File: src/rtl/pipe_pkg.sv
// rtl/pipe_pkg.sv - shared types and helpers for the pipeline hazard scoreboard
package pipe_pkg;

    // Forward select value meaning "use the register-file read data"
    localparam int FWD_RF = 0;

    // Scoreboard destination field width; must be >= the register address width in use
    localparam int SB_DST_W = 8;

    typedef struct packed {
        logic                valid;
        logic [SB_DST_W-1:0] dst;
        logic                is_load;
    } sb_entry_t;

    // Width of a forward select: regfile plus one code per tracked stage
    function automatic int fwd_sel_w(input int depth);
        return $clog2(depth + 1);
    endfunction

endpackage

File: src/rtl/hz_operand_match.sv
// rtl/hz_operand_match.sv - youngest-first scoreboard match and forward mux for one operand
module hz_operand_match
    import pipe_pkg::*;
#(
    parameter int DATA_W     = 32,
    parameter int REG_AW     = 5,
    parameter int DEPTH      = 3,
    parameter int LOAD_STAGE = 1,
    parameter int SEL_W      = 2
) (
    input  logic [DEPTH-1:0]          sb_valid,
    input  logic [DEPTH-1:0]          sb_is_load,
    input  logic [DEPTH*SB_DST_W-1:0] sb_dst,
    input  logic [REG_AW-1:0]         src,
    input  logic                      src_used,
    input  logic [DEPTH*DATA_W-1:0]   stage_result,
    input  logic [DATA_W-1:0]         rf_data,
    output logic [SEL_W-1:0]          sel,
    output logic [DATA_W-1:0]         data,
    output logic                      load_use
);

    logic hit;

    // First (youngest) valid producer of src wins; a load too young to forward raises load_use
    always_comb begin
        sel      = SEL_W'(FWD_RF);
        data     = rf_data;
        load_use = 1'b0;
        hit      = 1'b0;
        if (src == '0) begin
            data = '0;
        end else if (src_used) begin
            for (int k = 0; k < DEPTH; k++) begin
                if (!hit && sb_valid[k] && (sb_dst[k*SB_DST_W +: SB_DST_W] == SB_DST_W'(src))) begin
                    hit = 1'b1;
                    if (sb_is_load[k] && (k < LOAD_STAGE)) begin
                        load_use = 1'b1;
                    end else begin
                        sel  = SEL_W'(k + 1);
                        data = stage_result[k*DATA_W +: DATA_W];
                    end
                end
            end
        end
    end

endmodule

File: src/rtl/pipe_hazard_scoreboard.sv
// rtl/pipe_hazard_scoreboard.sv - shifting write scoreboard with stall, flush and forwarding control
module pipe_hazard_scoreboard
    import pipe_pkg::*;
#(
    parameter int DATA_W     = 32,
    parameter int REG_AW     = 5,
    parameter int DEPTH      = 3,
    parameter int LOAD_STAGE = 1,
    parameter int BR_STAGE   = 1,
    parameter int CNT_W      = 16
) (
    input  logic                       clk,
    input  logic                       reset,
    input  logic                       id_valid,
    input  logic [REG_AW-1:0]          id_rs,
    input  logic [REG_AW-1:0]          id_rt,
    input  logic                       id_use_rs,
    input  logic                       id_use_rt,
    input  logic [REG_AW-1:0]          id_dst,
    input  logic                       id_reg_write,
    input  logic                       id_is_load,
    input  logic                       id_jump,
    input  logic                       br_taken,
    input  logic [DATA_W-1:0]          rf_rs_data,
    input  logic [DATA_W-1:0]          rf_rt_data,
    input  logic [DEPTH*DATA_W-1:0]    stage_result,
    output logic                       stall_if,
    output logic                       stall_id,
    output logic                       bubble_ex,
    output logic                       flush_if_id,
    output logic [fwd_sel_w(DEPTH)-1:0] fwd_rs_sel,
    output logic [fwd_sel_w(DEPTH)-1:0] fwd_rt_sel,
    output logic [DATA_W-1:0]          fwd_rs_data,
    output logic [DATA_W-1:0]          fwd_rt_data,
    output logic [CNT_W-1:0]           stall_cnt,
    output logic [CNT_W-1:0]           flush_cnt
);

    localparam int SEL_W = fwd_sel_w(DEPTH);

    sb_entry_t sb      [DEPTH];
    sb_entry_t sb_next [DEPTH];
    sb_entry_t id_entry;

    logic [DEPTH-1:0]          sb_valid;
    logic [DEPTH-1:0]          sb_is_load;
    logic [DEPTH*SB_DST_W-1:0] sb_dst;

    logic rs_load_use;
    logic rt_load_use;
    logic hazard;
    logic stall;
    logic issue;
    logic flush_evt;

    assign id_entry = '{valid: 1'b1, dst: SB_DST_W'(id_dst), is_load: id_is_load};

    // Flatten the scoreboard for the per-operand matchers
    always_comb begin
        sb_valid   = '0;
        sb_is_load = '0;
        sb_dst     = '0;
        for (int k = 0; k < DEPTH; k++) begin
            sb_valid[k]                        = sb[k].valid;
            sb_is_load[k]                      = sb[k].is_load;
            sb_dst[k*SB_DST_W +: SB_DST_W]     = sb[k].dst;
        end
    end

    hz_operand_match #(
        .DATA_W     (DATA_W),
        .REG_AW     (REG_AW),
        .DEPTH      (DEPTH),
        .LOAD_STAGE (LOAD_STAGE),
        .SEL_W      (SEL_W)
    ) u_match_rs (
        .sb_valid     (sb_valid),
        .sb_is_load   (sb_is_load),
        .sb_dst       (sb_dst),
        .src          (id_rs),
        .src_used     (id_use_rs),
        .stage_result (stage_result),
        .rf_data      (rf_rs_data),
        .sel          (fwd_rs_sel),
        .data         (fwd_rs_data),
        .load_use     (rs_load_use)
    );

    hz_operand_match #(
        .DATA_W     (DATA_W),
        .REG_AW     (REG_AW),
        .DEPTH      (DEPTH),
        .LOAD_STAGE (LOAD_STAGE),
        .SEL_W      (SEL_W)
    ) u_match_rt (
        .sb_valid     (sb_valid),
        .sb_is_load   (sb_is_load),
        .sb_dst       (sb_dst),
        .src          (id_rt),
        .src_used     (id_use_rt),
        .stage_result (stage_result),
        .rf_data      (rf_rt_data),
        .sel          (fwd_rt_sel),
        .data         (fwd_rt_data),
        .load_use     (rt_load_use)
    );

    // A taken branch overrides a load-use stall; control outputs are forced low while in reset
    always_comb begin
        hazard      = id_valid & (rs_load_use | rt_load_use);
        stall       = reset & hazard & ~br_taken;
        issue       = id_valid & id_reg_write & ~hazard & ~br_taken;
        flush_evt   = reset & (br_taken | id_jump);
        stall_if    = stall;
        stall_id    = stall;
        bubble_ex   = stall | (reset & br_taken);
        flush_if_id = flush_evt;
    end

    // Next scoreboard: drop wrong-path entries younger than the branch, then age everything by one stage
    always_comb begin
        for (int k = 0; k < DEPTH; k++) begin
            sb_next[k] = '0;
        end
        sb_next[0] = issue ? id_entry : '0;
        for (int k = 1; k < DEPTH; k++) begin
            sb_next[k] = sb[k-1];
            if (br_taken && ((k - 1) < BR_STAGE)) begin
                sb_next[k].valid = 1'b0;
            end
        end
    end

    // Scoreboard register
    always_ff @(posedge clk or negedge reset) begin
        if (!reset) begin
            for (int k = 0; k < DEPTH; k++) begin
                sb[k] <= '0;
            end
        end else begin
            for (int k = 0; k < DEPTH; k++) begin
                sb[k] <= sb_next[k];
            end
        end
    end

    // Saturating stall event counter
    always_ff @(posedge clk or negedge reset) begin
        if (!reset) begin
            stall_cnt <= '0;
        end else if (stall && (stall_cnt != '1)) begin
            stall_cnt <= stall_cnt + CNT_W'(1);
        end
    end

    // Saturating flush event counter
    always_ff @(posedge clk or negedge reset) begin
        if (!reset) begin
            flush_cnt <= '0;
        end else if (flush_evt && (flush_cnt != '1)) begin
            flush_cnt <= flush_cnt + CNT_W'(1);
        end
    end

endmodule
File: config.mk
export PLATFORM = sky130hd
export DESIGN_NAME = pipe_hazard_scoreboard
export DESIGN_NICKNAME = d
export VERILOG_FILES = /design/src/rtl/pipe_pkg.sv /design/src/rtl/hz_operand_match.sv /design/src/rtl/pipe_hazard_scoreboard.sv
export SDC_FILE = /design/constraint.sdc
export NUM_CORES = 1
export LEC_CHECK = 0
export CAP_MARGIN = 20
export CELL_PAD_IN_SITES_DETAIL_PLACEMENT = 1
export CELL_PAD_IN_SITES_GLOBAL_PLACEMENT = 1
export CORE_MARGIN = 2
export CORE_UTILIZATION = 27
export DETAILED_ROUTE_END_ITERATION = 10
export GPL_TIMING_DRIVEN = 0
export PLACE_DENSITY_LB_ADDON = 0.1
export SKIP_LAST_GASP = 1
export SLEW_MARGIN = 20
export SYNTH_ARGS = -nofsm -noshare
export SYNTH_HDL_FRONTEND = slang
export SYNTH_SLANG_ARGS = --single-unit
File: constraint.sdc
create_clock -name clk -period 2.8 [get_ports clk]
set_input_delay 0.28 -clock clk [delete_from_list [all_inputs] [get_ports clk]]
set_output_delay 0.28 -clock clk [all_outputs]
set_load 0.01 [all_outputs]
# Word-level counts from Yosys, hierarchy flattened
# Cells that the tools add are included.
op_classes:
  n_div: 0
  reduce_logical: 18
  shift: 0
  n_mux: 44
  n_mul: 0
  n_lt_le_gt_ge: 0
  n_eq_ne: 8
  add_sub_neg: 2
  bitwise_logic: 13
ops:
  columns: ["op", "n"]
  rows:
  - ["2-to-1 mux 32 bit", 12]
  - ["equality test 8 x 5 -> 1 bit", 6]
  - ["adder 16 x 1 -> 16 bit, second input constant", 2]
  - ["!= test 16 bit, second input constant", 2]
  - ["2-to-1 mux 1 bit", 21]
  - ["2-to-1 mux 2 bit", 10]
  - ["logical AND 1 bit", 12]
  - ["zero test 5 bit", 2]
  - ["2-to-1 mux 10 bit", 1]
  - ["AND 1 bit", 8]
  - ["zero test 1 bit", 4]
  - ["bitwise OR 1 bit", 3]
  - ["NOT 1 bit", 2]
totals:
  latch_bits: 0
  out_inout_bits: 104
  input_bits: 184
  reg_bits: 60
  mem_count: 0
  ram_bits: 0
  romBits: 0

# Longest topological paths before layout
# Gate-level depths: netlist of the first run.
depth:
  ltp_word: 17
  ltp_mapped: 8
  depth_no_buf: 7

# By module
# A second synthesis of the first run with hierarchy kept.
unflattened:
  hier_cells: 729
  hier_area_um2: 5604.1
by_module_without_submodules:
  columns: ["mod", "cells_per_inst", "n_inst", "area_each_um2", "seq_area_each_um2"]
  rows:
  - ["hz_operand_match", 272, 2, 1694.1, 0.0]
  - ["pipe_hazard_scoreboard", 185, 1, 2215.9, 1326.3]

# Worst setup path before layout of the first run
# No wires, ideal clock.
synth_path:
  kind: "register to output"
  startpoint: "register sb[23] (netlist name)"
  endpoint: "output port fwd_rt_data[25]"
  stages_incl_launch_ff: 9
  required_ns: 2.520
  setup_slack_ns: 0.468
  arrival_ns: 2.052
  n_path_buf: 2
  cell_sequence: "dfrtp_1 -> xor2_1 -> a211o_1 -> o2111ai_1 -> buf_2 -> buf_4 -> nor2_1 -> a211o_1 -> a31oi_1"
synth_via:
  elab_chain_cells: 17
synth_rtl:
  columns: ["element", "line_no", "rtl"]
  rows:
  - ["start: declaration", "pipe_hazard_scoreboard.sv:41", "sb_entry_t sb [DEPTH];"]
  - ["start signal: indexed assignment", "pipe_hazard_scoreboard.sv:142", "sb[k] <= sb_next[k];"]
  - ["equality test 8 x 5 -> 1 bit *", "hz_operand_match.sv:35", "if (!hit && sb_valid[k] && (sb_dst[k*SB_DST_W +: SB_DST_W] == SB_DST_W'(src))) begin"]
  - ["logical AND 1 bit *", "hz_operand_match.sv:35", null]
  - ["2-to-1 mux 1 bit", "hz_operand_match.sv:35", null]
  - ["2-to-1 mux 1 bit", "hz_operand_match.sv:33", "end else if (src_used) begin"]
  - ["2-to-1 mux 1 bit", "hz_operand_match.sv:31", "if (src == '0) begin"]
  - ["zero test 1 bit", "hz_operand_match.sv:35", null]
  - ["logical AND 1 bit (2 in a row)", "hz_operand_match.sv:35", null]
  - ["2-to-1 mux 1 bit", "hz_operand_match.sv:35", null]
  - ["2-to-1 mux 1 bit", "hz_operand_match.sv:33", null]
  - ["2-to-1 mux 1 bit", "hz_operand_match.sv:31", null]
  - ["zero test 1 bit", "hz_operand_match.sv:35", null]
  - ["logical AND 1 bit (2 in a row)", "hz_operand_match.sv:35", null]
  - ["2-to-1 mux 32 bit *", "hz_operand_match.sv:35", null]
  - ["2-to-1 mux 32 bit *", "hz_operand_match.sv:33", null]
  - ["2-to-1 mux 32 bit *", "hz_operand_match.sv:31", null]
  - ["end: declaration", "pipe_hazard_scoreboard.sv:34", "output logic [DATA_W-1:0] fwd_rt_data,"]
# Mark *: on every way between the ends. The rest lies on a longest branch, timed or not. The select of a mux whose other input is x is not followed.

# Final worst setup path of the first run
layout_path:
  startpoint: "register sb[25] (netlist name)"
  endpoint: "output port fwd_rt_data[29]"
# The elaborated chain is that of the path after synthesis.

==> results of run 1 <==
==> power breakdown <==
part | switching (mW) | total (mW) | leakage [nW] | internal (mW)
clock | 0.306 | 0.647 | 0.0724 | 0.342
combinational | 0.438 | 0.977 | 3.16 | 0.539
sequential | 0.0756 | 0.865 | 0.687 | 0.789
==> layout by cell type (no fill, tap or decap), types with 11 or more instances in the layout <==
master and count:
nor2_2 15, buf_4 31, dlygate4sd2_1 12, a31oi_2 11, inv_1 13, clkdlybuf4s50_1 206
a211o_1 32, o21ai_0 66, clkbuf_16 12, nand3_1 12, a311o_1 32, buf_2 63
mux2i_1 31, xnor2_1 24, dfrtp_1 50, clkbuf_1 20, xor2_1 30, a31oi_1 51
buf_6 18, nor2_1 73, nand2_1 139
==> worst register-to-register path, delay by kind of cell (launching register included) <==
family,cells,cell delay (ns)
flops,1,0.45
xor+xnor,1,0.16
compound gates,2,0.59
mux,1,0.28
buf+inv,2,0.33
simple gates,2,0.33
==> cells by family after synthesis <==
family | share of synthesized area [%]
xor gates and xnor gates | 9.85
AOI/OAI and AO/OA | 28.7
and+or+nand+nor | 23.3
adders and majority gates | 0.485
muxes | 6.87
DFF | 24.8
buffers and inverters | 6.07
==> area by class of cell <==
cell class,count,share of cell area [%]
Clock buffer,5,1.35
Tap cell,234,3.16
Buffer,55,5.46
Antenna cell,2,0.0541
Multi-Input combinational cell,589,42.1
Sequential cell,51,13.8
Inverter,13,0.527
Timing Repair Buffer,332,33.3
Clock inverter,3,0.297
==> per-layer routing <==
layer | global-route usage [%] | wire, um
met5 | 0 | 0
met3 | 4.95 | 2140
met4 | 8.26 | 775
met2 | 46.8 | 14300
met1 | 31.3 | 11200
==> timing repair <==
item / in CTS / in global routing
hold endpoints to repair: 0 / 0
gates resized for setup: 405 / 72
pin swaps: 43 / 97
endpoints found under the setup margin: 71 / 69
setup buffers: 27 / 10
cloned: 3 / 7
==> state kept, by name, indices dropped and copies added, names as in the netlist <==
name,cells
flush_cnt,16
stall_cnt,16
sb,19
==> worst max-delay path by stage <==
| stage | from | end | slack [ns] | depth (start not counted) |
|---|---|---|---|---|
| floorplan | sb[23] | fwd_rt_data[25] | 0.47 | 8 |
| detailed placement | id_rs[2] | fwd_rs_data[13] | -1.17 | 9 |
| global placement | reset | flush_cnt[13] | -1.71 | 5 |
| global route | sb[25] | fwd_rt_data[27] | -0.14 | 10 |
| CTS | sb[2] | fwd_rs_data[13] | -0.16 | 8 |
| finish | sb[25] | fwd_rt_data[29] | -0.07 | 10 |
==> stage by stage <==
stage / std cells / power, mW / TNS [ns]
floorplan: 712 / 1.22 / 0
global placement: 1233 / 1.88 / -124.99
detailed placement: 1233 / 1.89 / -67.15
CTS: 1269 / 2.51 / -2.36
global route: 1284 / 2.62 / -4.71
finish: 1284 / 2.49 / -0.352
==> metrics.txt, run 1 <==
# DRC 0; layout cell share with drive strength beyond 1 between 20 and 25%; Yosys reg bits 51; PwrDens between 200 and 300 mW/mm^2; CP peak stage delay 0.45 ns; outcome complete, but fails checks; WL/cell around 22 um; top cells by count, synth 140 x nand2_1, 91 x nor2_1, 66 x o21ai_0; Core Footprint 0.0187 sq mm; sequential area share after synthesis 24.8%; final hold violation count 0; reg2reg setup slack between 0.5 and 0.6 ns; H-tree depth 2; FFs w/ async S/R, synth 100%; first-pass iteration count of the detailed router 5; Synth Flop Type dfrtp_1; final hold slack ~0.018 ns; Die Width ~140 um; I/O Buffers 287; largest net degree at the start of global routing 55; initial antenna violation count 2; Synth area leaders dfrtp_1 25%, nand2_1 10%, a31oi_1 7.8%; Setup Skew ~0.0069 ns; mean number of vias per cell approximately 5.4; mean area per synthesized cell slightly above 7 sq um; die area 0.0202 sq mm; failing checks setup timing; synthesized instance count just over 700; worst vdd ir around 0.37 mV; R2R depth 8; critical path capture point type output pin; number of max-cap violations 0; Layout Utilization roughly half; max frequency approximately 350 MHz; DRT antenna net count 0; Overflow after GRT 0; Cell Chain, Critical Path xor2_2 -> a211o_4 -> nor3_4 -> buf_6 -> buf_12 -> buf_4 -> mux2i_1 -> a211o_1 -> a31oi_1 -> buf_2; Storage cell area 0.00128 sq mm; most common cell in the netlist nand2_1; multi-input logic area 0.00389 sq mm; Lkg Pwr just under 4 nW; Ports roughly 290; Worst EP required around 2.5 ns; Layout Nets about 1200; clk buf depth 2; syn nets 898; Slew @ Worst Pin approximately 0.70 ns; Unique masters post-synth 41; Finished Cell Area a little over 0.009 sq mm; clock transition at the registers of the reported paths 0.08 ns; Worst slew margin 52.8%; Critical Path Fanout Max 5; RSZ-0062 raised after global routing true; arrival time worst endpoint approximately 2.6 ns; clk sink count 51; RePlAce Congestion 0.861; via count 6968; initial DRC count roughly 290; Die H roughly 140 um; total wire length approximately 28 mm; hpwl dp about 21 mm; vias in the first global route just over 7000; final setup margin -0.0656 ns; Post-synth EDFFs 0; family with the most delay on the worst path compound AO/OA/AOI/OAI gates; CTS tree built; area post-placement 0.00832 sq mm; area delta synth->final 79.5%; Initial Utilization around 28%; critical path's slowest cell dfrtp_2; buffers plus inverters on the worst setup path 4; Reg-to-Reg Start sb[25]; Setup WS pre-CTS -1.17 ns; Clk Latency, worst-skew pair 0.30 ns; fillers between 2000 and 2500; CP Class flop to output pin; first-pass GRT wire length 41.1 mm; post-synth top area share between 20% and 30%; Final setup viols 17; Tot GR Track Use roughly a quarter; Tcrit/Tclk final 102%; RR Endpoint stall_cnt[12]; Post-Syn Area between 0.005 and 0.006 sq mm; Ys Warns 0; Post-CTS Hold Buffers 0; total CTS buffers 5; post-synth top area cell dfrtp_1; crit start category flop; Core Rows 50; worst hold path type input port to async pin; fin crit period between 2 and 3 ns; Root Driver clkbuf_16; Slew Limit Fails 0
Power figures use the tool's default switching activity.
==> run 2: changes to the inputs <==
Settings changed: CAP_MARGIN 20 to not set, CORE_UTILIZATION 27 to 44, DONT_BUFFER_PORTS set to 1.
==> run 2 against run 1 <==
Compared with the run above: the run now ends clean; highest routed layer unchanged; global-route usage increased by 7.8 points; final area shrank 30%; clock skew decreased by 0.0028 ns; largest power group is now sequential cells; worst hold slack better by 0.038 ns; largest cell class unchanged; wire length fell by 19%; die area decreased by 38%; maximum frequency grew 3.5%; critical path depth fell by 2; core utilization up 7.1 points; first-iteration DRC count up 51%.
==> metrics.txt, run 2 (same netlist as run 1, synthesis figures left out) <==
clock transition at the registers of the reported paths 0.07 ns; Reg-to-Reg Start sb[25]; Root Driver clkbuf_16; hpwl dp about 17 mm; layout cell share with drive strength beyond 1 between 10% and 20%; most common cell after layout, fill and taps aside nand2_1; fin crit period around 2.8 ns; outcome finished clean; Slew @ Worst Pin approximately 1.1 ns; number of max-cap violations 0; Biggest register sb; Critical Path Fanout Max 6; dpl cells around 860; RSZ-0062 raised after global routing true; most frequent cells in the layout 139 x nand2_1, 91 x nor2_1, 66 x o21ai_0; final hold slack approximately 0.056 ns; first-pass GRT wire length between 30 and 40 mm; Finished Layout Cells about 900; Finished Cell Area about 0.0065 sq mm; Layout Utilization between 50% and 60%; WL/cell 26.5 um; first-pass iteration count of the detailed router 7; mean number of vias per cell 6.81; Die Width around 110 um; Hold Path End sb[19]; Layout Nets approximately 920; overall power 2.14 mW; clk buf depth 2; # DRC 0; Core Rows 39; vias in the first global route approximately 6200; Worst EP required ~2.5 ns; H-tree depth 2; PwrDens between 300 and 400 mW/mm^2; via count a little under 6000; worst vdd ir about 0.4 mV; total CTS buffers 5; R2R depth 6; RR Endpoint stall_cnt[12]; clk sink count between 50 and 60; DRT antenna net count 0; initial antenna violation count 0; Worst Hold Path Cells 1; max reg flops 19; Clk Latency, worst-skew pair about 0.29 ns; Lkg Pwr approximately 2.5 nW; largest net degree at the start of global routing 52; Tot GR Track Use between 30% and 40%; worst hold path type input port to flop; total wire length 23.1 mm; biggest regs sb (19), flush_cnt (16), stall_cnt (16); arrival time worst endpoint 2.49 ns; Tcrit/Tclk final approximately 100%; area delta synth->final 25.2%; final hold violation count 0; CTS tree built; Overflow after GRT 0; area post-placement between 0.005 and 0.006 sq mm; critical path capture point type output pin; crit start category flop; I/O Buffers 0; RePlAce Congestion 0.962; Worst slew margin around a quarter; Die H about 110 um; Setup Skew a little over 0.004 ns; Core Footprint approximately 0.011 sq mm; initial DRC count 429; reg2reg setup slack between 0.3 and 0.4 ns; Initial Utilization a little under half; Ports around 290; max frequency ~360 MHz; number of diodes 0; die area 0.0126 sq mm; HP Start br_taken; CP Class flop to output pin; Slew Limit Fails 0; Final setup viols 0
## run 2: cell count changes in the layout (fill, tap and decap cells not counted), sizes merged, moves of 2 or more
cell | previous run | this run
dlygate4sd2 | 12 | 0
inv | 15 | 13
clkdlybuf4s50 | 206 | 0
clkinv | 0 | 2
buf | 129 | 32
diode | 2 | 0
dlymetal6s2s | 2 | 0
## run 2: metal layers
| layer | GRT usage [%] | wire (um) | share of wire (%) |
|---|---|---|---|
| met5 | 0 | 0 | 0 |
| met1 | 39.1 | 8870 | 38 |
| met3 | 7.94 | 1730 | 7.5 |
| met4 | 13.2 | 886 | 3.8 |
| met2 | 60.5 | 11700 | 50 |
## run 2: worst max-delay path by stage
| stage | from | endpoint | slack [ns] | cells after the start |
|---|---|---|---|---|
| 2_1_floorplan | sb[23] | fwd_rt_data[25] | 0.47 | 8 |
| 3_3_place_gp | sb[22] | fwd_rs_data[21] | -0.11 | 7 |
| 3_5_place_dp | sb[24] | fwd_rs_data[21] | -0.17 | 7 |
| 4_1_cts | sb[23] | fwd_rt_data[27] | -0.06 | 8 |
| 5_1_grt | sb[25] | fwd_rs_data[4] | -0.04 | 8 |
| 6_report | sb[25] | fwd_rt_data[27] | 0.03 | 8 |
## run 2: critical path: stages (launching register included)
cell	delay, ns
dfrtp_1	0.41
xor2_1	0.18
a211o_2	0.39
o2111ai_4	0.27
buf_6	0.18
buf_8	0.13
nor2_1	0.05
a211o_1	0.31
a31oi_4	0.27
## run 2: where the power goes
part | leakage [nW] | total, mW | internal [mW] | switching (mW)
Clock | 0.0838 | 0.697 | 0.422 | 0.275
Sequential | 0.685 | 0.895 | 0.789 | 0.106
Combinational | 1.76 | 0.547 | 0.233 | 0.314
Total | 2.53 | 2.14 | 1.44 | 0.695
## run 2: cell type report
class                      count  area (sq um)
fill                        1401          4960
buffer                        57           369
sequential                    51          1280
tap                          143           179
timing repair buffer          13           148
clock inverter                 3          43.8
inverter                      13          48.8
multi-input combinational    589          4260
clock buffer                   5           125
## run 2: per-stage QoR
step	setup slack, ns	TNS [ns]
after global placement	-0.105	-0.371
final	0.0310	0
after floorplan	0.468	0
after global routing	-0.0439	-0.187
after CTS	-0.0647	-0.291
after detailed placement	-0.172	-1.80
## run 2: timing repair
| action | 4_1_cts | 5_1_grt |
|---|---|---|
| pin swaps | 3 | 11 |
| hold buffers | 2 | 0 |
| resized for setup | 92 | 76 |
| buffers inserted | 3 | 6 |
| endpoints found under the hold margin | 51 | 0 |
| gates cloned | 0 | 2 |
| setup endpoints to repair | 68 | 66 |
